**src/rtl/reorder_buffer.sv**
```systemverilog
// rtl/reorder_buffer.sv - in-order retirement queue with CDB completion, commit and flush (optional ROB_BYPASS_EN read bypass)
module reorder_buffer #(
    parameter int TAG_W  = 4,
    parameter int DATA_W = 32
) (
    input  logic              clk,
    input  logic              rst,
    input  logic              alloc_en,
    input  logic              alloc_has_dest,
    input  logic [4:0]        alloc_dest_reg,
    output logic [TAG_W-1:0]  alloc_rb_tag,
    output logic              full,
    output logic              empty,
    output logic [TAG_W:0]    count,
    input  logic              cdb_en,
    input  logic [TAG_W-1:0]  cdb_rb_tag,
    input  logic [DATA_W-1:0] cdb_value,
    input  logic              cdb_mispredict,
    input  logic [TAG_W-1:0]  rd_rb_tag1,
    input  logic [TAG_W-1:0]  rd_rb_tag2,
    output logic              rd_ready1,
    output logic              rd_ready2,
    output logic [DATA_W-1:0] rd_value1,
    output logic [DATA_W-1:0] rd_value2,
    output logic              retire_en,
    output logic              commit_en,
    output logic [4:0]        commit_reg_tag,
    output logic [TAG_W-1:0]  commit_rb_tag,
    output logic [DATA_W-1:0] commit_value,
    output logic              flush_regs
);
    localparam int DEPTH = 1 << TAG_W;
    localparam logic [TAG_W:0] DEPTH_C = (TAG_W+1)'(DEPTH);

    logic [DEPTH-1:0]  valid;
    logic [DEPTH-1:0]  done;
    logic [DEPTH-1:0]  has_dest;
    logic [DEPTH-1:0]  mispredict;
    logic [4:0]        dest_reg [DEPTH];
    logic [DATA_W-1:0] value    [DEPTH];
    logic [TAG_W-1:0]  head;
    logic [TAG_W-1:0]  tail;
    logic [TAG_W:0]    count_q;
    logic              do_alloc;
    logic              cdb_hit;

    // full is taken from the pre-retire count, so a full buffer refuses alloc even while retiring
    assign full         = (count_q == DEPTH_C);
    assign empty        = (count_q == '0);
    assign count        = count_q;
    assign alloc_rb_tag = tail;
    assign do_alloc     = alloc_en && !full;
    assign cdb_hit      = cdb_en && valid[cdb_rb_tag];

    // retirement only looks at stored head state; same-cycle CDB data is never seen here
    assign retire_en      = valid[head] && done[head] && !mispredict[head];
    assign flush_regs     = valid[head] && done[head] && mispredict[head];
    assign commit_en      = retire_en && has_dest[head];
    assign commit_reg_tag = dest_reg[head];
    assign commit_rb_tag  = head;
    assign commit_value   = value[head];

`ifdef ROB_BYPASS_EN
    // operand lookup with forwarding of a same-cycle broadcast to a live entry
    assign rd_ready1 = (valid[rd_rb_tag1] && done[rd_rb_tag1]) || (cdb_hit && cdb_rb_tag == rd_rb_tag1);
    assign rd_ready2 = (valid[rd_rb_tag2] && done[rd_rb_tag2]) || (cdb_hit && cdb_rb_tag == rd_rb_tag2);
    assign rd_value1 = (cdb_hit && cdb_rb_tag == rd_rb_tag1) ? cdb_value : value[rd_rb_tag1];
    assign rd_value2 = (cdb_hit && cdb_rb_tag == rd_rb_tag2) ? cdb_value : value[rd_rb_tag2];
`else
    // operand lookup from stored state only
    assign rd_ready1 = valid[rd_rb_tag1] && done[rd_rb_tag1];
    assign rd_ready2 = valid[rd_rb_tag2] && done[rd_rb_tag2];
    assign rd_value1 = value[rd_rb_tag1];
    assign rd_value2 = value[rd_rb_tag2];
`endif

    // entry table and pointer update: reset, then flush, then alloc/complete/retire together
    always_ff @(posedge clk) begin
        if (rst) begin
            valid      <= '0;
            done       <= '0;
            has_dest   <= '0;
            mispredict <= '0;
            for (int i = 0; i < DEPTH; i++) begin
                dest_reg[i] <= '0;
                value[i]    <= '0;
            end
            head    <= '0;
            tail    <= '0;
            count_q <= '0;
        end else if (flush_regs) begin
            valid   <= '0;
            head    <= '0;
            tail    <= '0;
            count_q <= '0;
        end else begin
            if (do_alloc) begin
                valid[tail]      <= 1'b1;
                done[tail]       <= 1'b0;
                mispredict[tail] <= 1'b0;
                has_dest[tail]   <= alloc_has_dest;
                dest_reg[tail]   <= alloc_dest_reg;
                tail             <= tail + TAG_W'(1);
            end
            if (cdb_hit) begin
                done[cdb_rb_tag]       <= 1'b1;
                value[cdb_rb_tag]      <= cdb_value;
                mispredict[cdb_rb_tag] <= cdb_mispredict;
            end
            if (retire_en) begin
                valid[head] <= 1'b0;
                head        <= head + TAG_W'(1);
            end
            if (do_alloc && !retire_en) begin
                count_q <= count_q + (TAG_W+1)'(1);
            end else if (!do_alloc && retire_en) begin
                count_q <= count_q - (TAG_W+1)'(1);
            end
        end
    end
endmodule

```
**config.mk**
```make
export PLATFORM = sky130hd
export DESIGN_NAME = reorder_buffer
export DESIGN_NICKNAME = d
export VERILOG_FILES = /design/src/rtl/reorder_buffer.sv
export SDC_FILE = /design/constraint.sdc
export NUM_CORES = 1
export LEC_CHECK = 0
export BUFFER_PORTS_ARGS = -buffer_cell sky130_fd_sc_hd__buf_4
export CAP_MARGIN = 20
export CORE_AREA = 3 3 359 272
export CTS_BUF_LIST = sky130_fd_sc_hd__clkbuf_2
export CTS_CLUSTER_DIAMETER = 120
export DETAILED_ROUTE_END_ITERATION = 6
export DIE_AREA = 0 0 362 275
export PLACE_DENSITY = 0.62
export SKIP_LAST_GASP = 1
export SYNTH_ARGS = -nofsm -noshare
export SYNTH_HDL_FRONTEND = slang
export SYNTH_SLANG_ARGS = --single-unit
```
**constraint.sdc**
```tcl
create_clock -name clk -period 14.97 [get_ports clk]
set_input_delay 2.994 -clock clk [delete_from_list [all_inputs] [get_ports clk]]
set_output_delay 2.994 -clock clk [all_outputs]
set_load 0.01 [all_outputs]
```
# ---- Yosys cells after proc, flatten, opt, wreduce, memory -nomap -nowiden
# Memories as Yosys holds them, arrays and structs flattened. A register that Yosys moved wholly into a read port is not among the register bits.
# Index checks and enable logic that the tools add are counted.
dict set report word_totals {
  reg_bits 77
  latchBits 0
  ramBits 592
  rom_bits 0
  input_bits 55
  output_inout_bits 121
  word_cells 113
  n_memories 2
}
dict set report op_classes {
  addsub 4
  multipliers 0
  div 0
  magnitude_cmp 8
  n_eq_ne 1
  n_shift 0
  n_mux 60
  n_bitwise 8
  n_reduce_logical 23
}
# name depth width rd rd_clocked_by_memory_dff wr line_no
set memory_table {}
lappend memory_table {value 16 32 3 1 16 40} ;# logic [DATA_W-1:0] value [DEPTH];
lappend memory_table {dest_reg 16 5 1 1 16 39} ;# logic [4:0] dest_reg [DEPTH];
# cell count
set ops {}
lappend ops {{$mux 16} 12}
lappend ops {{$and 16x16->16} 3}
lappend ops {{$bmux 1 s4} 9}
lappend ops {{$bwmux 16} 2}
lappend ops {{$mux 32} 1}
lappend ops {{$not 16->16} 2}
lappend ops {{$or 16x16->16} 2}
lappend ops {{$reduce_or 32->1} 1}
lappend ops {{$lt 4x5->1 const B} 5}
lappend ops {{$mux 1} 24}
lappend ops {{$mux 4} 6}
lappend ops {{$mux 5} 3}
lappend ops {{$logic_and 1x1->1} 13}
lappend ops {{$demux 1 s4} 3}
lappend ops {{$ge 4x1->1 const B} 3}
lappend ops {{$add 4x1->4 const B} 2}
lappend ops {{$add 5x1->5 const B} 1}
lappend ops {{$eq 5x5->1 const B} 1}
lappend ops {{$logic_not 5->1} 1}
lappend ops {{$reduce_or 5->1} 1}
lappend ops {{$sub 5x1->5 const B} 1}
lappend ops {{$logic_not 1->1} 4}
lappend ops {{$reduce_and 2->1} 1}
lappend ops {{$reduce_bool 2->1} 1}
lappend ops {{other kinds (2)} 2}

# ---- Depth between registers and ports, before layout
# Gate-level depths: netlist (run 1).
dict set report depth {
  depth_word 11
  ltp_mapped 17
  depth_no_buf 14
}

# ---- Worst setup path before layout (run 1)
# No wires, ideal clock.
dict set report synth_path {
  path_type {in2out}
  start {input port rd_rb_tag1[0]}
  end {output port rd_value1[0]}
  t_arrival_ns 5.257
  required_ns 11.976
  slack_ns 6.719
  path_stages 5
  path_buffers 3
  path_cell_list {clkbuf_1 -> buf_1 -> buf_1 -> mux4_2 -> mux4_2}
}
dict set report synth_between {
  elab_chain_cells 1
}
# element line_no
set synth_rtl {}
lappend synth_rtl {{start: declaration} 19} ;# input logic [TAG_W-1:0] rd_rb_tag1,
lappend synth_rtl {{$mem_v2 16x32} n/a}
lappend synth_rtl {{end: declaration} 23} ;# output logic [DATA_W-1:0] rd_value1,
# Every way passes these cells.

# ---- Worst setup path after layout (run 1)
dict set report layout_path {
  start {input port rd_rb_tag2[1]}
  end {output port rd_ready2}
}
dict set report layout_between {
  elab_chain_cells 3
  elab_cells_between_ends 5
  cone_classes {mux: 4; reduce/logical: 1}
}
# element line_no
set layout_rtl {}
lappend layout_rtl {{start: declaration} 20} ;# input logic [TAG_W-1:0] rd_rb_tag2,
lappend layout_rtl {{$bmux 1 s4} 72} ;# assign rd_ready2 = valid[rd_rb_tag2] && done[rd_rb_tag2];
lappend layout_rtl {{$mux 1 (not written as such)} 72}
lappend layout_rtl {{$logic_and 1x1->1 (*)} 72}
lappend layout_rtl {{end: declaration} 22} ;# output logic rd_ready2,
# Mark *: on every way between the ends. The rest lies on a longest branch, timed or not. The select of a mux whose other input is x is not followed.

==> results of run 1 <==
-- layout make-up --
class,count,share of cell area (%)
tap,1250,3.67
antenna,7,0.0411
timing repair buffer,231,4.21
inverter,18,0.159
multi-input combinational,1586,42.6
sequential,673,45.6
clock inverter,56,0.685
clock buffer,256,3.01
-- kinds of logic after synthesis --
family / synth area share, %
compound gates: 3.05
xor+xnor: 0.204
fa+ha+maj: 0.440
buf+inv: 3.26
flops: 50.2
mux: 31.0
simple gates: 11.8
-- layer usage --
metal  share of wire, %  routed length (um)
met5              0.016                  21
met2                 47               61400
met3                 12               15200
met1                 38               50100
met4                4.0                5260
-- worst max-delay path by stage --
stage,from,end,slack (ns),depth (start not counted)
after floorplan,rd_rb_tag1[0],rd_value1[0],6.72,5
after global placement,rd_rb_tag2[0],rd_value2[31],6.03,5
after detailed placement,rd_rb_tag2[0],rd_value2[31],6.01,5
after CTS,rd_rb_tag2[0],rd_value2[31],6.02,5
after global routing,rd_rb_tag1[0],rd_value1[18],5.97,5
final,rd_rb_tag2[1],rd_ready2,6.12,7
-- placed cells by master (no fill, tap or decap), types with 16 or more instances in the layout --
master and count:
inv_1 16, mux4_2 527, and2_1 388, a21oi_1 36, a31o_2 16, nand3_1 22, clkbuf_2 256, edfxtp_1 592
nand2_1 132, nor2_1 218, clkinv_1 32, o21ai_0 25, and3_1 35, buf_4 224, dfxtp_1 77
-- where the power goes --
group	switching, W	internal [W]	total [W]
Clock	0.000818	0.000471	0.00129
Combinational	0.000302	0.000235	0.000537
Sequential	0.0000508	0.00210	0.00215
-- Yosys cell counts, types with 6 or more instances --
library cell and n:
a21oi_1 36, a311oi_1 15, a31o_2 17, a31oi_1 13
a32oi_1 8, and2_1 388, and3_1 35, buf_1 46
buf_2 18, buf_6 17, clkbuf_1 164, clkbuf_2 17
dfxtp_1 81, edfxtp_1 592, ha_1 12, inv_1 17
mux2i_1 8, mux4_2 527, nand2_1 138, nand2b_1 6
nand3_1 22, nand4_1 6, nor2_1 219, nor2b_1 7
nor3_1 12, o2111ai_1 6, o211ai_1 6, o21ai_0 33
-- per-stage QoR --
step	power (W)	util, %	setup slack [ns]	hold slack, ns
after floorplan	0.00250	-	6.72	0.432
after global placement	0.00271	43.2	6.03	0.446
after detailed placement	0.00272	43.2	6.01	0.446
after CTS	0.00400	44.8	6.02	0.469
after global routing	0.00414	44.9	5.97	0.500
final	0.00398	44.9	6.12	0.471
-- worst register-to-register path, stage by stage, from the launching register on --
cell,delay (ns)
dfxtp_1,0.33
buf_4,0.39
mux4_2,0.61
a22o_2,0.28
a221o_1,0.35
nand3_2,0.11
buf_4,0.44
nand2_1,0.34
o21ai_4,0.73
buf_4,0.58
==> run metrics, run 1 <==
share of cells above drive strength 1 between 30% and 40%; num rows 98; Worst Tran Pin Value approximately 1.2 ns; post-DR wirelength/cell between 30 and 40 um; Global Route met2 Usage around two fifths; Post-Syn Nets between 2000 and 3000; crit-path cells buf_6 > buf_4 > nor2_1 > a311oi_1 > a21oi_1 > mux4_2 > buf_4; post-synth top area share around 46%; Initial Utilization between 40% and 50%; initial antenna violation count 9; power per cell area around 93 nW/um2; CTS buffer count 178; post-CTS setup buffer count 0; number of port buffers approximately 180; vias in the first global route approximately 27000; gr busiest metal met2; via count around 27000; DP Area 40900 um2; sequential share of the synthesized area between 50% and 60%; Reg area between 15000 and 20000 um2; Hold Crit Start has_dest[12]$_SDFFE_PP0P_; Core Area 94800 um2; worst skew pair latency 1.46 ns; number of flops mapped to enable cells by yosys just under 600; Die Footprint approximately 100000 um2; status finished clean; CP top delay family buffers and inverters; Slowest-stage cell, CP buf_4; worst reg-to-reg path cell count 9; Worst R2R Start commit_rb_tag[0]$_SDFFE_PP0P_; first-pass GRT wire length around 190000 um; Final Net Count between 2000 and 3000; Lkg Pwr 14.8 nW; largest area contributor in the netlist edfxtp_1; Yosys warning total 0; # fillers 8318; Post-synth ARST share 0%; post-route ant nets 0; Initial DRT Pass Iterations 6; Hold Path Depth 2; Final Hold Viols 0; f_max 0.113 GHz; startpoint types input port; DR iter-0 viols around 3600; Largest register FFs around 510; largest net degree at the start of global routing 80; num ports between 150 and 200; crit path kind in -> out; Setup Skew roughly 0.10 ns; Via density between 6 and 7; Final min period 8.85 ns; Crit path buffers/inverters 3; synthesis-to-finish area growth 10.2%; met1 Use GR ~36%; Die X about 360 um; Seq cells post-synth approximately 670; count of cell types in the netlist between 60 and 70; top post-synthesis cells by area edfxtp_1, mux4_2, and2_1, dfxtp_1, nor2_1; worst endpoint data arrival time 5.85 ns; Final Instance Area roughly 43000 um2; Worst VDD drop about 0.046 mV; clk sinks 673; most frequently used flop master after synthesis edfxtp_1; TNS Setup 0 ns; Syn Inst Count 2543; worst-path maximum fanout 79; WL final approximately 130000 um; CTS clock-pin slew for the worst setup and hold paths ~0.11 ns; Max Cap Viol 0; Max H-tree Level 4; RR Endpoint value[15][5]$_SDFFCE_PN0P_; multi-input combinational cell area 18200 um2; worst-case hold path end point has_dest[12]$_SDFFE_PP0P_; CTS root buf clkbuf_2; Final GP Congestion roughly 0.86; cts repair resizes 0; max incr delay on CP between 0.9 and 1 ns; Worst setup EP type output port; Synth Area per Inst 15.2 um2; setup violators final 0; CTS tree done; Post-Layout Cell Count just over 4000; hold buffer count at CTS 0; GRT Total Usage a little over a quarter; worst rel slew slack between 15 and 20%; reg2reg setup slack a little over 10 ns; Final Slew Violations 0; RSZ-0062 raised after global routing no; HP Class reg -> reg; grt met3 use about 5.9%; CTS Buffer Depth 3; period utilisation layout ~60%; CP most frequent cell buf_4; Syn Std Cell Area just under 40000 um2; placed cells about 3800; Req. time, crit path 11.98 ns; Chip Height 275 um; number of remaining DRC errors 0; grt ovf 0; DP Wirelength around 73000 um
Power figures use the tool's default switching activity.
==> inputs of run 2 (changes only) <==
--- a/config.mk
+++ b/config.mk
@@ -12,7 +12,7 @@
 export CTS_CLUSTER_DIAMETER = 120
 export DETAILED_ROUTE_END_ITERATION = 6
 export DIE_AREA = 0 0 362 275
-export PLACE_DENSITY = 0.62
+export PLACE_DENSITY = 0.64
 export SKIP_LAST_GASP = 1
 export SYNTH_ARGS = -nofsm -noshare
 export SYNTH_HDL_FRONTEND = slang
==> constraint.sdc (replaced) <==
create_clock -name clk -period 7.3 [get_ports clk]
set_input_delay 1.46 -clock clk [delete_from_list [all_inputs] [get_ports clk]]
set_output_delay 1.46 -clock clk [all_outputs]
set_load 0.01 [all_outputs]
==> run 2 against run 1 <==
Effect of this change:
- critical path depth up 2
- power up 110%
- die area unchanged
- clock skew rose by 0.017 ns
- utilization rose by 0.11 points
- register-to-register slack got worse by 7.8 ns
- combinational power increased by 100%
- first-iteration DRC count shrank 2.3%
- clock power rose by 110%
- final area rose by 0.24%
- worst setup slack got worse by 5.0 ns
- critical endpoint is now flush_regs
==> run metrics, run 2 (synthesis gave the netlist of run 1 again) <==
Max Cap Viol 0 (unchanged); CTS tree done (unchanged); post-DR wirelength/cell 31.8 um (was 32.3 um); Final Hold Viols 0 (unchanged); synthesis-to-finish area growth 10.5% (was 10.2%); CTS root buf clkbuf_2 (unchanged); num rows 98 (unchanged); clk sinks 673 (unchanged); Hold Crit Start cdb_value[15] (was has_dest[12]$_SDFFE_PP0P_); Worst R2R Start commit_rb_tag[0]$_SDFFE_PP0P_ (unchanged); initial antenna violation count 13 (was 9); worst skew pair latency 1.44 ns (was 1.46 ns); power per cell area 193 nW/um2 (was 93.4 nW/um2); HP Class in -> reg (was reg -> reg); Max H-tree Level 4 (unchanged); Initial Utilization 40.8% (unchanged); TNS Setup 0 ns (unchanged); largest net degree at the start of global routing 90 (was 80); Worst setup EP type output port (unchanged); worst reg-to-reg path cell count 10 (was 9); DP Wirelength 74700 um (was 73400 um); RR Endpoint value[5][26]$_SDFFCE_PN0P_ (was value[15][5]$_SDFFCE_PN0P_); Final Instance Area 42700 um2 (was 42600 um2); # fillers 8328 (was 8318); Largest register FFs 512 (unchanged); CTS clock-pin slew for the worst setup and hold paths 0.12 ns (was 0.11 ns); status finished clean (unchanged); Via density 6.45 (was 6.50); Final min period around 6.2 ns; Final Slew Violations 0 (unchanged); crit path kind reg -> out (was in -> out); commonest non-fill, non-tap cells in the layout edfxtp_1, mux4_2, and2_1, clkbuf_2, buf_4 (unchanged); first-pass GRT wire length 188000 um (was 189000 um); Die Footprint 99600 um2 (unchanged); Final Net Count 2759 (was 2756); startpoint types flop (was input port); via count 26317 (was 26514); Final GP Congestion 0.905 (was 0.859); number of port buffers 175 (unchanged); setup violators final 0 (unchanged); Worst Tran Pin Value 1.07 ns (was 1.25 ns); Worst VDD drop 0.123 mV (was 0.0463 mV); Pwr Total 0.00822 W (was 0.00398 W); Hold Path Depth 2 (unchanged); Final Core Density 45.0% (was 44.9%); post-CTS setup buffer count 0 (unchanged); f_max roughly 0.16 GHz; vias in the first global route 27004 (was 26793); Initial DRT Pass Iterations 7 (was 6); worst-path maximum fanout 38 (was 79); Die X 362 um (unchanged); number of remaining DRC errors 0 (unchanged); Setup Skew 0.121 ns (was 0.105 ns); Req. time, crit path 5.84 ns (was 11.98 ns); post-route ant nets 0 (unchanged); reg2reg setup slack 2.59 ns (was 10.38 ns); Chip Height 275 um (unchanged); GRT Total Usage 26.3% (was 26.4%); worst endpoint data arrival time 4.73 ns (was 5.85 ns); period utilisation layout 84.8%; DP Area 41100 um2 (was 40900 um2); hold buffer count at CTS 0 (unchanged); DR iter-0 viols 3472 (was 3555); worst-case hold path end point value[6][15]$_SDFFCE_PN0P_ (was has_dest[12]$_SDFFE_PP0P_); cts repair resizes 0 (unchanged); worst rel slew slack 29.0% (was 16.7%); grt ovf 0 (unchanged); num ports 176 (unchanged); CTS buffer count 173 (was 178); Core Area 94800 um2 (unchanged); WL final 130000 um (was 132000 um); WHS 0.391 ns (was 0.471 ns); share of cells above drive strength 1 39.2% (was 39.1%); CTS Buffer Depth 3 (unchanged); RSZ-0062 raised after global routing no (unchanged); commonest non-fill, non-tap cell in the layout edfxtp_1 (unchanged); Lkg Pwr 14.9 nW (was 14.8 nW)
-- run 2: worst max-delay path by stage --
stage | from | end | slack [ns] | cells after the start
4_1_cts | commit_rb_tag[0]$_SDFFE_PP0P_ | flush_regs | 0.76 | 8
6_report | commit_rb_tag[0]$_SDFFE_PP0P_ | flush_regs | 1.11 | 9
5_1_grt | commit_rb_tag[0]$_SDFFE_PP0P_ | flush_regs | 0.88 | 9
3_3_place_gp | rd_rb_tag2[0] | rd_value2[1] | 1.88 | 5
3_5_place_dp | rd_rb_tag2[0] | rd_value2[1] | 1.83 | 5
2_1_floorplan | cdb_rb_tag[0] | value[12][0]$_SDFFCE_PN0P_ | 1.86 | 6
-- run 2: cell type report --
cell class                      count  area [um2]  share of cell area [%]
Sequential cell                   673       19400                    45.5
Multi-Input combinational cell   1586       18200                    42.5
Timing Repair Buffer              239        1870                    4.39
Tap cell                         1250        1560                    3.66
Clock buffer                      250        1250                    2.93
Clock inverter                     62         350                   0.821
Inverter                           18        67.6                   0.158
Antenna cell                        5        12.5                  0.0293
-- run 2: critical path, stage by stage (launching register included) --
cell and delay, ns:
dfxtp_1 0.75, buf_8 0.23, buf_4 0.21, mux4_2 0.64
a221o_1 0.44, nand3_2 0.12, buf_4 0.44, inv_2 0.05
buf_4 0.28, buf_4 0.21
-- run 2: through the flow --
step                      setup WS, ns  std cells
final                             1.11       4083
after global routing             0.880       4083
after CTS                        0.763       4077
after detailed placement          1.83       3765
after global placement            1.88       3765
after floorplan                   1.86       2543
-- run 2: report_power, final --
group	internal, W	total (W)	leakage, nW	switching [W]
Sequential	0.00431	0.00441	6.77	0.000101
Clock	0.00101	0.00272	1.21	0.00170
Combinational	0.000484	0.00110	6.89	0.000614
Total	0.00581	0.00822	14.9	0.00242
-- run 2: routing by layer --
layer,global-route usage [%],vias to the layer above,routed length [um]
met5,0,-,50
met4,12.3,8,5680
met3,6.52,381,15100
met2,41.4,1934,60900
met1,34.5,13496,48300
li1,-,10498,-
